## src/rtl/vec_pkg.sv

```systemverilog
// Shared types and sizes for the vector load/store unit.
package vec_pkg;
  localparam int N     = 20;
  localparam int LANES = 8;

  typedef logic [LANES-1:0][N-1:0] vec_t;
  typedef logic [2:0]              lane_t;

  typedef enum logic [1:0] {
    IDLE,
    REQ,
    WAIT_R,
    DONE
  } state_t;
endpackage

```

## src/rtl/vmem_addr_gen.sv

```systemverilog
// Per-lane word address generator for vec_mem_access.
// VMEM_GATHER_EN defined: gather/scatter per-lane addresses; undefined: unit stride from lane 0.
module vmem_addr_gen #(
  parameter int N = vec_pkg::N
) (
`ifdef VMEM_GATHER_EN
  input  logic [(2**$bits(vec_pkg::lane_t))-1:0][N-1:0] addr_src,
`else
  input  logic [N-1:0]                                  addr_src,
`endif
  input  vec_pkg::lane_t                                lane,
  output logic [N-1:0]                                  addr
);

`ifdef VMEM_GATHER_EN
  assign addr = addr_src[lane];
`else
  // Natural N-bit wrap gives the modulo 2^N stride behaviour.
  assign addr = addr_src + N'(lane);
`endif

endmodule

```

## src/rtl/vec_mem_access.sv

```systemverilog
// Sequential vector load/store engine: one memory word per lane, lanes 0..7, one request in flight.
// VMEM_GATHER_EN selects gather/scatter addressing instead of unit stride.
module vec_mem_access #(
  parameter int N     = vec_pkg::N,
  parameter int LANES = vec_pkg::LANES
) (
  input  logic                      clk,
  input  logic                      rst_n,
  input  logic                      MemReadM,
  input  logic                      MemWriteM,
  input  logic [LANES-1:0][N-1:0]   AluResultM,
  input  logic [LANES-1:0][N-1:0]   WriteDataM,
  output logic                      mem_req,
  output logic                      mem_we,
  output logic [N-1:0]              mem_addr,
  output logic [N-1:0]              mem_wdata,
  input  logic                      mem_gnt,
  input  logic                      mem_rvalid,
  input  logic [N-1:0]              mem_rdata,
  output logic [LANES-1:0][N-1:0]   ReadDataM,
  output logic                      StallM,
  output logic                      DoneM
);
  import vec_pkg::*;

  localparam lane_t LAST_LANE = lane_t'(LANES - 1);

  state_t                  state, state_nxt;
  lane_t                   lane;
  logic                    is_store;
  logic                    start;
  logic                    last;
  logic [LANES-1:0][N-1:0] cap_data;
  logic [N-1:0]            lane_addr;

`ifdef VMEM_GATHER_EN
  logic [LANES-1:0][N-1:0] cap_addr;
`else
  logic [N-1:0]            cap_addr;
  logic                    unused_alu_hi;
  assign unused_alu_hi = ^AluResultM[LANES-1:1];
`endif

  assign start = (state == IDLE) && (MemReadM || MemWriteM);
  assign last  = (lane == LAST_LANE);

  vmem_addr_gen #(.N(N)) u_addr_gen (
    .addr_src (cap_addr),
    .lane     (lane),
    .addr     (lane_addr)
  );

  always_ff @(posedge clk or negedge rst_n) begin
    if (!rst_n) begin
      state <= IDLE;
    end else begin
      state <= state_nxt;
    end
  end

  always_comb begin
    state_nxt = state;
    mem_req   = 1'b0;
    mem_we    = 1'b0;
    mem_addr  = '0;
    mem_wdata = '0;
    StallM    = 1'b0;
    DoneM     = 1'b0;
    case (state)
      IDLE: begin
        // Stall in the accept cycle so EX/MEM holds while the operands are captured.
        StallM = rst_n && (MemReadM || MemWriteM);
        if (start) state_nxt = REQ;
      end
      REQ: begin
        mem_req   = 1'b1;
        mem_we    = is_store;
        mem_addr  = lane_addr;
        mem_wdata = cap_data[lane];
        StallM    = 1'b1;
        if (mem_gnt) begin
          if (!is_store)  state_nxt = WAIT_R;
          else if (last)  state_nxt = DONE;
        end
      end
      WAIT_R: begin
        StallM = 1'b1;
        if (mem_rvalid) state_nxt = last ? DONE : REQ;
      end
      DONE: begin
        DoneM     = 1'b1;
        state_nxt = IDLE;
      end
      default: state_nxt = IDLE;
    endcase
  end

  always_ff @(posedge clk or negedge rst_n) begin
    if (!rst_n) begin
      lane      <= '0;
      is_store  <= 1'b0;
      cap_addr  <= '0;
      cap_data  <= '0;
      ReadDataM <= '0;
    end else begin
      case (state)
        IDLE: begin
          if (start) begin
            // A simultaneous read and write resolves to a store.
            is_store <= MemWriteM;
            lane     <= '0;
            cap_data <= WriteDataM;
`ifdef VMEM_GATHER_EN
            cap_addr <= AluResultM;
`else
            cap_addr <= AluResultM[0];
`endif
          end
        end
        REQ: begin
          if (mem_gnt && is_store && !last) lane <= lane + 3'd1;
        end
        WAIT_R: begin
          if (mem_rvalid) begin
            ReadDataM[lane] <= mem_rdata;
            if (!last) lane <= lane + 3'd1;
          end
        end
        DONE:    lane <= '0;
        default: lane <= '0;
      endcase
    end
  end

endmodule

```

## config.mk

```make
export PLATFORM = sky130hd
export DESIGN_NAME = vec_mem_access
export DESIGN_NICKNAME = d
export VERILOG_FILES = /design/src/rtl/vec_pkg.sv /design/src/rtl/vmem_addr_gen.sv /design/src/rtl/vec_mem_access.sv
export SDC_FILE = /design/constraint.sdc
export NUM_CORES = 1
export LEC_CHECK = 0
export CORE_AREA = 2 2 213 215
export CTS_BUF_LIST = sky130_fd_sc_hd__clkbuf_2
export DETAILED_ROUTE_END_ITERATION = 12
export DIE_AREA = 0 0 215 217
export GPL_ROUTABILITY_DRIVEN = 0
export HOLD_SLACK_MARGIN = 0.02
export PLACE_DENSITY = 0.65
export SYNTH_ARGS = -nofsm -noshare
export SYNTH_HDL_FRONTEND = slang
export SYNTH_SLANG_ARGS = --single-unit
export TNS_END_PERCENT = 1
```

## constraint.sdc

```tcl
create_clock -name clk -period 2.71 [get_ports clk]
set_input_delay 0.542 -clock clk [delete_from_list [all_inputs] [get_ports clk]]
set_output_delay 0.542 -clock clk [all_outputs]
set_load 0.03 [all_outputs]
```

[After elaboration in Yosys (flattened, before gate mapping)]
Index checks and enable logic that the tools add are counted.
Storage, ports and cells
  flip-flop bits (word level): 346
  bits of input ports: 346
  output and inout bits: 204
Operators by class
  add/sub/neg operators: 2
  magnitude comparators: 2
  equality and inequality tests: 10
  mux-type cells: 23
  reductions and logical operators: 13
Operators with widths (number)
  $bwmux 160: 1
  $mux 20: 4
  $bmux 20 s3: 1
  $demux 20 s3: 1
  $add 20x3->20: 1
  $mux 2: 6
  $mux 3: 4
  $pmux 3 s4: 1
  $ne 2x2->1 const B: 5
  $pmux 2 s4: 1
  $reduce_and 4->1: 2
  $logic_and 1x1->1: 5
  $eq 2x2->1 const B: 2
  $lt 3x4->1 const B: 1
  $reduce_and 2->1: 2
  $add 3x1->3 const B: 1
  $eq 3x3->1 const B: 1
  $ge 3x1->1 const B: 1
  $mux 1: 3
  $ne 3x3->1 const B: 1
  $eq 2x1->1 const B: 1
  $logic_not 2->1: 1
  $pmux 1 s2: 1
  $reduce_or 2->1: 1
  2 further kinds: 2

[Depth between registers and ports, before layout]
Gate-level depths: netlist of run 1.
  depth after elaboration: 5
  mapped depth: 8
  depth with buffers taken out: 6

[By module]
From an unflattened synthesis of run 1, not the netlist that was laid out.
Second synthesis, totals
  cell total of the unflattened synthesis: 1437
  area total of the unflattened synthesis: 15015.7 µm²
By module, submodules not included
  vec_mem_access: instances 1, cells an instance 1378, area each 14587.7 µm²
  vmem_addr_gen: instances 1, cells an instance 59, area each 427.9 µm²

[Worst setup path before layout of run 1]
OpenSTA, ideal clock, no wires.
  kind: flip-flop to output port
  from: register lane[2]
  to: output port mem_addr[15]
  data arrival time: 2.192 ns
  path slack: -0.024 ns
  cell stages (with the launch flop): 7
  cell sequence: dfrtp_1 > ha_1 > nand3_1 > and2_1 > clkbuf_1 > or4_1 > a21oi_1
On the way
  longest elaborated chain between the ends: 2
RTL lines
  start, declared: line vec_mem_access.sv:29  | lane_t lane;
  start signal, assigned: line vec_mem_access.sv:121  | if (mem_gnt && is_store && !last) lane <= lane + 3'd1;
  start signal, assigned: line vec_mem_access.sv:126  | if (!last) lane <= lane + 3'd1;
  $add 20x3->20: line vmem_addr_gen.sv:19  | assign addr = addr_src + N'(lane);
  $mux 20: line vec_mem_access.sv:69  | case (state)
  end, declared: line vec_mem_access.sv:15  | output logic [N-1:0] mem_addr,
No other way between the ends.

[Worst setup path after layout of run 1]
  from: register lane[1]
  to: output port mem_wdata[8]
On the way
  longest elaborated chain between the ends: 3
RTL lines
  $bmux 20 s3: line vec_mem_access.sv:79  | mem_wdata = cap_data[lane];
  $mux 20 (implied by the code): line vec_mem_access.sv:79
  $mux 20: line vec_mem_access.sv:69
  end, declared: line vec_mem_access.sv:16  | output logic [N-1:0] mem_wdata,
No other way between the ends. The select of a mux whose other input is x is not followed.

==> results.md, run 1 <==
* **CTS tree** built
* **fraction of post-synthesis cell area in the top cell type by area** 0.5782
* **net count of the finished layout** 2436
* **worst relative slew slack** 0.4989
* **share of the yosys chip area belonging to registers** 0.5782
* **most common cell after layout, fill and taps aside** nand2_1
* **pin count of the biggest net entering global routing** 142
* **number of DRC markers in iteration 0** 705
* **number of enable-type register cells in the synthesized netlist** 0
* **DR vias** 13340
* **fraction of synthesis flops using an asynchronous set or reset pin** 1.000
* **highest cell delay on the worst timing path** 0.46 ns
* **Max Cap Viol** 0
* **dominant combinational cell family by area after synthesis** simple AND/OR/NAND/NOR gates
* **Post-Synthesis Net Count** 1773
* **synth warn** 0
* **number of remaining DRC errors** 0
* **switch share** 0.4241
* **critical path, cell by cell** buf_12 -> buf_4 -> mux2_2 -> a221oi_2 -> a21oi_1 -> o21a_1 -> buf_12
* **xor-xnor portion of the synthesized cell area** 0.005848
* **Remaining Overflow, GRT** 0
* **core box area** 0.04470 mm^2
* **number of unique standard cell types used by synthesis** 62
* **Clk Tree Root Cell** clkbuf_2
* **layout cell share with drive strength beyond 1** 0.1554
* **DIE HEIGHT** 217 um
* **TritonRoute pass-1 iters** 5
* **run status** finished with violations
* **Setup TNS Final** -20.29 ns
* **initial antenna violation count** 7
* **wire length of the first global-routing pass** 80740 um
* **final setup skew** 0.07290 ns
* **Cell Pwr Density** 1054 mW/mm^2
* **total number of placement rows** 78
* **minimum period implied by the final worst setup slack** 3.357 ns
* **hpwl dp** 34710 um
* **Critical-path top delay cell** dfrtp_2
* **number of clock sinks** 346
* **adder and majority cell fraction of the synthesized area** 0.009692
* **CP Data Required Time** 2.17 ns
* **worst endpoint data arrival time** 2.81 ns
* **unrepaired setup endpoints after global routing** true
* **transition time of the tightest slew-check pin** 0.7517 ns
* **width of the chip** 215 um
* **growth of design area from synthesis to finish** 57.31%
* **Synth area leader** dfrtp_1
* **number of buffers inserted during clock tree synthesis** 91
* **multi-input logic area** 0.006241 mm^2
* **switching power summed over all nets** 0.01053 W
* **failing checks** setup timing
* **H-tree lvl count** 3
* **most frequent cells in the layout** nand2_1 (567), dfrtp_1 (341), clkdlybuf4s50_1 (306)
* **final worst slack** -0.6467 ns
* **leak pwr** 12.09 nW
* **number of setup violations in the final report** 40
* **worst vdd ir** 0.0004925 V
* **power share of the combinational group** 0.500
* **global-route usage over all layers** 0.2263
* **crit path max fanout** 10
* **Seq. cell area** 0.008665 mm^2
* **total of flip-flops plus latches after synthesis** 346
* **count of antenna-violating nets left after detailed routing** 0
* **maximum clock frequency** 297.9 MHz
* **Die Outline Area** 0.04666 mm^2
* **fraction of the mapped netlist area in simple logic gates** 0.1772
* **Netlist Area Pre-Place** 0.01498 mm^2
* **largest delay contributor family on the critical path** compound AO/OA/AOI/OAI gates
* **kind of end point of the critical path** primary output
* **input/output buffers** 409
* **register clock-pin slew on the reported worst setup and hold paths** 0.13 ns
* **number of hold-slack violations in the final timing report** 0
* **Layout Utilization** 0.5271
* **Slew Limit Fails** 0
* **routed wire length** 52610 um
* **Initial Util** 0.3350
* **CP Launch Type** register
* **clock share of power** 0.153
* **dominant synthesized flop cell** dfrtp_1
* **class of the tightest hold or removal check** in -> reg
* **register share of total power** 0.347
* **cell type with the highest occurrence count on the critical path** buf_12
* **vias in the first global route** 14060
* **largest cells by area after synthesis** dfrtp_1 (58%), nand2_1 (14%), mux2_1 (13%)
* **via/cell ratio** 4.854
* **worst-case clock buffer depth** 3
* **DR WL/cell** 19.15 um
* **synthesized-area fraction occupied by ao, oa, aoi and oai cells** 0.05205
* **Tcrit/Tclk final** 1.239
* **Buffers & Inverters on Critical Path** 3
* **proportion of synthesized area in mux cells** 0.1508
* **worst setup path class** reg -> out
* **Power Internal** 0.01429 W
* **Boundary Pins** 550
* **latest clock arrival within the worst-skew pair** 0.98 ns
* **mean post-synth cell area** 10.58 um^2
* **gate count of the mapped netlist** 1416
* **fill cell count** 3988
worst paths after layout:
| kind | from | to | slack [ns] | cells past startpoint |
|---|---|---|---|---|
| worst max-delay path | lane[1] | mem_wdata[8] | -0.65 | 7 |
| worst min-delay path | WriteDataM[122] | cap_data[122] | 0.20 | 3 |
| worst max register to register | lane[0] | lane[0] | 0.37 | 8 |
| worst min register to register | cap_data[54] | cap_data[54] | 0.48 | 2 |
| max in group asynchronous | rst_n | cap_addr[15] | 1.60 | 3 |
| min in group asynchronous | rst_n | cap_data[22] | 0.21 | 3 |
timing repair:
item | CTS | global route
resized for setup | 45 | 95
endpoints found under the hold margin | 516 | 0
cloned | 5 | 0
endpoints found under the setup margin | 148 | 102
buffers inserted | 9 | 0
hold buffers | 172 | 0
pin swaps | 15 | 13
registers in the layout (all words and copies together) (netlist names):
signal,flops
state,2
is_store,1
cap_data,160
ReadDataM,160
cap_addr,20
lane,3
per-stage QoR:
step / power (W) / cells / cell area (um^2) / hold WS [ns] / worst slack (ns)
after floorplan: 0.01491 / 1416 / 14980 / 0.2464 / 0.04564
after global placement: 0.01991 / 2400 / 20250 / 0.3803 / 0.1130
after detailed placement: 0.02015 / 2400 / 20250 / 0.3811 / 0.06098
after CTS: 0.02488 / 2743 / 23270 / 0.02154 / -0.8246
after global routing: 0.02642 / 2747 / 23560 / 0.06119 / -0.8089
final: 0.02482 / 2748 / 23560 / 0.1986 / -0.6467
layout make-up:
| class | count | share of cell area |
|---|---|---|
| repair buffers | 652 | 0.2971 |
| well taps | 600 | 0.03187 |
| multi-input cells | 982 | 0.2649 |
| clock buffers | 122 | 0.02592 |
| flip-flops and latches | 346 | 0.3678 |
| inverters | 6 | 0.001168 |
| clock inverters | 35 | 0.01068 |
| diodes | 5 | 0.0005311 |
synthesized netlist by cell type, types with 5 or more instances:
| library cell | number |
|---|---|
| nand2_1 | 568 |
| dfrtp_1 | 346 |
| mux2_1 | 168 |
| clkbuf_1 | 41 |
| buf_2 | 35 |
| nor2_1 | 27 |
| a21oi_1 | 24 |
| a22oi_1 | 20 |
| mux2i_1 | 13 |
| a221oi_1 | 11 |
| ha_1 | 10 |
| nand3_1 | 9 |
| o21a_1 | 9 |
| mux4_2 | 8 |
| nor2b_1 | 8 |
| o21ai_1 | 8 |
| and2_1 | 7 |
| xor2_1 | 6 |
| a32oi_1 | 5 |
| mux2_2 | 5 |
worst reg2reg max path, stage by stage, from the launching register on:
cell       delay [ns]
dfrtp_2          0.46
buf_4            0.17
bufbuf_16        0.30
ha_1             0.21
ha_1             0.21
nor2b_1          0.12
o21ai_1          0.08
a21oi_1          0.32
mux2_1           0.36
power by group through the flow:
| stage | combinational, W | clock, W | sequential (W) |
|---|---|---|---|
| after floorplan | 0.00498 | 0 | 0.00994 |
| after global placement | 0.0114 | 0 | 0.00855 |
| after detailed placement | 0.0115 | 0 | 0.00866 |
| after CTS | 0.0123 | 0.00396 | 0.00859 |
| after global routing | 0.0133 | 0.00423 | 0.00888 |
| final | 0.0124 | 0.00379 | 0.00862 |
per-layer routing:
| metal | track usage | routed length (um) | vias up |
|---|---|---|---|
| li1 | - | - | 6120 |
| met1 | 0.2800 | 22200 | 6560 |
| met2 | 0.3737 | 24840 | 574 |
| met3 | 0.06457 | 4091 | 82 |
| met4 | 0.09241 | 1451 | 4 |
| met5 | 0 | 27 | - |
logic make-up (layout without fill, tap and decap cells):
group / after synthesis / in the layout
buf+inv: 88 / 815
compound gates: 110 / 110
mux: 194 / 194
flops: 346 / 346
simple gates: 657 / 657
xor+xnor: 10 / 10
fa+ha+maj: 11 / 11
other cells: 0 / 5
No activity file was read; power rests on OpenSTA's default activity.
==> run 2: changes to the inputs <==
--- a/config.mk
+++ b/config.mk
@@ -5,13 +5,13 @@
 export SDC_FILE = /design/constraint.sdc
 export NUM_CORES = 1
 export LEC_CHECK = 0
-export CORE_AREA = 2 2 213 215
+export CORE_AREA = 2 2 216 218
 export CTS_BUF_LIST = sky130_fd_sc_hd__clkbuf_2
 export DETAILED_ROUTE_END_ITERATION = 12
-export DIE_AREA = 0 0 215 217
+export DIE_AREA = 0 0 218 220
 export GPL_ROUTABILITY_DRIVEN = 0
 export HOLD_SLACK_MARGIN = 0.02
-export PLACE_DENSITY = 0.65
+export PLACE_DENSITY = 0.63
 export SYNTH_ARGS = -nofsm -noshare
 export SYNTH_HDL_FRONTEND = slang
 export SYNTH_SLANG_ARGS = --single-unit
==> constraint.sdc (replaced) <==
create_clock -name clk -period 3.91 [get_ports clk]
set_input_delay 0.782 -clock clk [delete_from_list [all_inputs] [get_ports clk]]
set_output_delay 0.782 -clock clk [all_outputs]
set_load 0.03 [all_outputs]
==> results.md, run 2 (synthesis gave the netlist of run 1 again) <==
* **number of buffers inserted during clock tree synthesis** 92, +1.1%
* **worst relative slew slack** 0.3856, -0.1133
* **DIE HEIGHT** 220 um, +1.4%
* **kind of end point of the critical path** primary output
* **leak pwr** 10.24 nW, -15%
* **input/output buffers** 409, unchanged
* **worst setup slack for register-to-register paths** 1.46 ns, +1.09 ns
* **highest cell delay on the worst timing path** 0.46 ns, about the same
* **most frequent cells in the layout** nand2_1 (567), clkdlybuf4s50_1 (369), dfrtp_1 (343)
* **Tcrit/Tclk final** 0.9807
* **unrepaired setup endpoints after global routing** true
* **pin count of the biggest net entering global routing** 181, +27%
* **growth of design area from synthesis to finish** 41.22%
* **largest delay contributor family on the critical path** simple AND/OR/NAND/NOR gates
* **crit path max fanout** 7, -3
* **placed instance area** 0.01994 mm^2, -1.5%
* **multi-input logic area** 0.006150 mm^2, -1.5%
* **width of the chip** 218 um, +1.4%
* **class of the tightest hold or removal check** in -> async
* **number of setup violations in the final report** 0, -100%
* **DR WL/cell** 19.27 um, +0.67%
* **Max Cap Viol** 0, unchanged
* **worst setup path class** reg -> out
* **maximum clock frequency** 260.8 MHz
* **CP Data Required Time** 3.13 ns, +0.96 ns
* **worst endpoint data arrival time** 3.05 ns, +0.24 ns
* **routed wire length** 49780 um, -5.4%
* **worst vdd ir** 0.0003949 V, -20%
* **CP Launch Type** register
* **total number of placement rows** 79, +1.3%
* **latest clock arrival within the worst-skew pair** 1.04 ns, +0.06 ns
* **number of DRC markers in iteration 0** 566, -20%
* **Cell Pwr Density** 777.9 mW/mm^2, -26%
* **number of remaining DRC errors** 0, unchanged
* **Initial Util** 0.3265, -0.008519
* **Boundary Pins** 550, unchanged
* **via/cell ratio** 4.771, -1.7%
* **wire length of the first global-routing pass** 75370 um, -6.7%
* **number of clock sinks** 346, unchanged
* **register clock-pin slew on the reported worst setup and hold paths** 0.10 ns, -0.03 ns
* **critical path, cell by cell** buf_8 -> buf_12 -> fa_2 -> a21o_4 -> nand4_4 -> or4_1 -> a21oi_2 -> buf_6
* **CTS tree** built
* **Slew Limit Fails** 0, unchanged
* **final setup skew** 0.07044 ns, -0.002466 ns
* **reg2reg path depth** 7, -1
* **largest registers** ReadDataM: 160 flops, cap_data: 160 flops, cap_addr: 20 flops
* **Die Outline Area** 0.04796 mm^2, +2.8%
* **number of hold-slack violations in the final timing report** 0, unchanged
* **worst-case clock buffer depth** 3, unchanged
* **minimum period implied by the final worst setup slack** 3.835 ns
* **layout cell share with drive strength beyond 1** 0.1567, +0.001304
* **final hold slack** 0.1988 ns, +0.0001700 ns
* **net count of the finished layout** 2259, -7.3%
* **Remaining Overflow, GRT** 0, unchanged
* **H-tree lvl count** 3, unchanged
* **most common cell after layout, fill and taps aside** nand2_1
* **fill cell count** 4426, +11%
* **Critical-path top delay cell** dfrtp_4
* **Buffers & Inverters on Critical Path** 3, unchanged
* **depth of the critical timing path with buffers and inverters included** 8, +1
* **global-route usage over all layers** 0.2087, -0.01761
* **Seq. cell area** 0.008665 mm^2, unchanged
* **count of antenna-violating nets left after detailed routing** 0, unchanged
* **Setup TNS Final** 0 ns, +20.29 ns
* **transition time of the tightest slew-check pin** 0.9216 ns, +0.1700 ns
* **initial antenna violation count** 11, +4
* **DR vias** 12320, -7.6%
* **Clk Tree Root Cell** clkbuf_2
* **core box area** 0.04586 mm^2, +2.6%
* **hpwl dp** 35730 um, +3.0%
* **vias in the first global route** 12770, -9.2%
* **run status** completed
* **TritonRoute pass-1 iters** 4, -1
* **cell area after layout** 0.02115 mm^2, -10%
[run 2: cell count changes in the layout (fill, tap and decap cells not counted), moves of 4 or more]
cell / delta
clkinv_2: +6
dlymetal6s2s_1: -59
clkdlybuf4s50_1: +63
and2_1: +4
bufinv_16: -4
and2_4: -4
dlygate4sd3_1: -171
inv_2: -4
buf_12: -18
bufbuf_16: -4
clkbuf_2: +13
clkdlybuf4s15_2: +5
[run 2: area by class of cell]
cell class,instances,area share
well taps,607,0.03591
flip-flops and latches,346,0.4097
inverters,6,0.001302
clock buffers,132,0.03124
repair buffers,474,0.2241
diodes,4,0.0004733
clock inverters,32,0.006508
multi-input cells,982,0.2908
[run 2: final timing paths]
kind,endpoint,from
min,ReadDataM[51],rst_n
max,mem_addr[16],lane[1]
min reg2reg,cap_data[122],cap_data[122]
max in group asynchronous,cap_addr[16],rst_n
max reg2reg,state[0],state[1]
min in group clk,cap_data[9],WriteDataM[9]
[run 2: per-layer routing]
layer / track usage / vias up / part of all wire
met5: 0 / - / 0.0013
met2: 0.3257 / 465 / 0.44
met4: 0.08027 / 10 / 0.026
met3: 0.06708 / 91 / 0.090
li1: - / 5754 / -
met1: 0.2697 / 6003 / 0.44
[run 2: through the flow]
step	instances	worst slack (ns)	utilization	power, W
after CTS	2570	-0.2492	0.4576	0.01653
after global routing	2581	-0.1649	0.4610	0.01765
final	2583	0.07529	0.4611	0.01645
after floorplan	1416	0.9365	-	0.01033
after global placement	2395	0.6076	0.4347	0.01369
after detailed placement	2395	0.5676	0.4347	0.01384
[run 2: what timing repair did]
action,4_1_cts,5_1_grt
endpoints found under the hold margin,61,0
endpoints found under the setup margin,36,19
gates resized for setup,64,24
gates cloned,0,0
pin swaps,3,9
hold buffers,1,0
buffers inserted,10,9
[run 2: report_power, final]
| part | switching, W | total, W | leakage [nW] | internal (W) |
|---|---|---|---|---|
| registers | 0.000940 | 0.00600 | 4.44 | 0.00506 |
| logic | 0.00467 | 0.00801 | 5.19 | 0.00335 |
| clock network | 0.00153 | 0.00244 | 0.614 | 0.000910 |
| total | 0.00714 | 0.0165 | 10.2 | 0.00931 |
==> run 3: changes to the inputs <==
--- a/config.mk
+++ b/config.mk
@@ -5,13 +5,14 @@
 export SDC_FILE = /design/constraint.sdc
 export NUM_CORES = 1
 export LEC_CHECK = 0
-export CORE_AREA = 2 2 216 218
+export CORE_AREA = 5 5 213 215
 export CTS_BUF_LIST = sky130_fd_sc_hd__clkbuf_2
 export DETAILED_ROUTE_END_ITERATION = 12
 export DIE_AREA = 0 0 218 220
 export GPL_ROUTABILITY_DRIVEN = 0
 export HOLD_SLACK_MARGIN = 0.02
-export PLACE_DENSITY = 0.63
+export PLACE_DENSITY = 0.66
+export RECOVER_POWER = 25
 export SYNTH_ARGS = -nofsm -noshare
 export SYNTH_HDL_FRONTEND = slang
 export SYNTH_SLANG_ARGS = --single-unit
==> results.md, run 3 (synthesis gave the netlist of run 1 again) <==
* **run status** finished with violations
* **failing checks** capacitance limit, slew limit
* **Setup TNS Final** 0 ns, unchanged
* **worst-case clock buffer depth** 3, unchanged
* **latest clock arrival within the worst-skew pair** 1.05 ns, about the same
* **class of the tightest hold or removal check** in -> async
* **DR vias** 12390, +0.52%
* **pin count of the biggest net entering global routing** 181, unchanged
* **number of setup violations in the final report** 0, unchanged
* **worst setup slack for register-to-register paths** 1.54 ns, +0.08 ns
* **crit path max fanout** 6, -1
* **reg2reg path depth** 8, +1
* **CTS tree** built
* **register clock-pin slew on the reported worst setup and hold paths** 0.12 ns, +0.02 ns
* **input/output buffers** 409, unchanged
* **TritonRoute pass-1 iters** 5, +1
* **placed instance area** 0.01992 mm^2, about the same
* **number of remaining DRC errors** 0, unchanged
* **most frequent cells in the layout** nand2_1 (568), clkdlybuf4s50_1 (368), dfrtp_1 (343)
* **via/cell ratio** 4.875, +2.2%
* **width of the chip** 218 um, unchanged
* **Die Outline Area** 0.04796 mm^2, unchanged
* **worst setup path class** reg -> out
* **worst relative slew slack** -0.4079, -0.7935
* **H-tree lvl count** 3, unchanged
* **number of DRC markers in iteration 0** 839, +48%
* **global-route usage over all layers** 0.2106, +0.001897
* **DR WL/cell** 20.06 um, +4.1%
* **switching power summed over all nets** 0.007077 W, -0.85%
* **Clk Tree Root Cell** clkbuf_2
* **CP Data Required Time** 3.13 ns, about the same
* **vias in the first global route** 12910, +1.1%
* **count of antenna-violating nets left after detailed routing** 0, unchanged
* **Max Cap Viol** 2, +2
* **maximum clock frequency** 262.5 MHz, +0.65%
* **total number of placement rows** 77, -2.5%
* **leak pwr** 10.16 nW, -0.75%
* **kind of end point of the critical path** primary output
* **Cell Pwr Density** 779.2 mW/mm^2, +0.16%
* **Tcrit/Tclk final** 0.9744, -0.006304
* **DIE HEIGHT** 220 um, unchanged
* **unrepaired setup endpoints after global routing** true
* **power share of the combinational group** 0.488, about the same
* **largest registers** ReadDataM: 160 flops, cap_data: 160 flops, cap_addr: 20 flops
* **net count of the finished layout** 2242, -0.75%
* **cell area after layout** 0.02102 mm^2, -0.63%
* **Seq. cell area** 0.008665 mm^2, unchanged
* **number of hold-slack violations in the final timing report** 0, unchanged
* **CP Launch Type** register
* **number of buffers inserted during clock tree synthesis** 92, unchanged
* **Power Internal** 0.009297 W, -0.18%
* **initial antenna violation count** 14, +3
* **multi-input logic area** 0.006135 mm^2, -0.24%
* **clock share of power** 0.146, -0.002
* **worst endpoint data arrival time** 3.03 ns, -0.02 ns
* **Remaining Overflow, GRT** 0, unchanged
* **final setup skew** 0.06052 ns, -0.009917 ns
* **transition time of the tightest slew-check pin** 2.112 ns, +1.190 ns
* **hpwl dp** 35700 um, about the same
* **core box area** 0.04355 mm^2, -5.1%
* **Initial Util** 0.3439, +0.01737
* **Slew Limit Fails** 220, +220
* **Boundary Pins** 550, unchanged
* **minimum period implied by the final worst setup slack** 3.810 ns, -0.02465 ns
* **routed wire length** 50970 um, +2.4%
* **growth of design area from synthesis to finish** 40.33%
* **fill cell count** 4132, -6.6%
* **number of clock sinks** 346, unchanged
* **register share of total power** 0.365, about the same
* **most common cell after layout, fill and taps aside** nand2_1
* **layout cell share with drive strength beyond 1** 0.1487, -0.007955
* **worst vdd ir** 0.0004845 V, +23%
* **switch share** 0.4322, -0.001641
* **wire length of the first global-routing pass** 77170 um, +2.4%
## run 3: cell type report
| cell class | instances | area share |
|---|---|---|
| inverters | 6 | 0.001369 |
| repair buffers | 457 | 0.2227 |
| flip-flops and latches | 346 | 0.4123 |
| well taps | 592 | 0.03525 |
| diodes | 6 | 0.0007145 |
| multi-input cells | 982 | 0.2919 |
| clock buffers | 132 | 0.03144 |
| clock inverters | 20 | 0.004287 |
## run 3: worst paths after layout
path	startpoint	to
worst max-delay path	lane[0]	mem_addr[6]
worst min-delay path	rst_n	ReadDataM[2]
worst max register to register	lane[0]	lane[0]
worst min register to register	cap_data[60]	cap_data[60]
max in group asynchronous	rst_n	cap_data[139]
min in group clk	WriteDataM[117]	cap_data[117]
## run 3: power by group through the flow
stage               clock (W)  combinational (W)  sequential (W)
floorplan                   0            0.00345         0.00689
global placement            0            0.00771         0.00597
detailed placement          0            0.00781         0.00603
CTS                   0.00252            0.00797         0.00597
global route          0.00269            0.00866         0.00618
finish                0.00240            0.00799         0.00598
## run 3: worst max-delay path: stages, from the launching register on
cell and delay [ns]:
dfrtp_4 0.58, ha_4 0.20, fa_2 0.36, a21o_4 0.26
buf_6 0.12, nand4_1 0.09, xor2_1 0.16, nor2_1 0.06
buf_4 0.17
## run 3: per-layer routing
layer  share of wire  up-vias  global-route usage
met3           0.097       84             0.07638
met4           0.022       14             0.07515
met5          0.0017        -                   0
li1                -     5726                   -
met1            0.42     6041              0.2687
met2            0.46      522              0.3324
## run 3: what timing repair did
item | in CTS | in global routing
cloned | 1 | 0
hold endpoints to repair | 88 | 0
setup endpoints to repair | 37 | 29
hold buffers | 2 | 0
pin swaps | 1 | 11
buffers inserted | 5 | 5
gates resized for setup | 47 | 24
## run 3: through the flow
stage	hold slack, ns	utilization	power, W	setup slack [ns]	cells
4_1_cts	0.02066	0.4791	0.01646	-0.2263	2530
6_report	0.2154	0.4826	0.01637	0.09994	2541
2_1_floorplan	0.4376	-	0.01033	0.9365	1416
3_5_place_dp	0.4556	0.4575	0.01384	0.6419	2370
3_3_place_gp	0.4531	0.4575	0.01368	0.6542	2370
5_1_grt	0.1098	0.4824	0.01753	-0.08086	2538
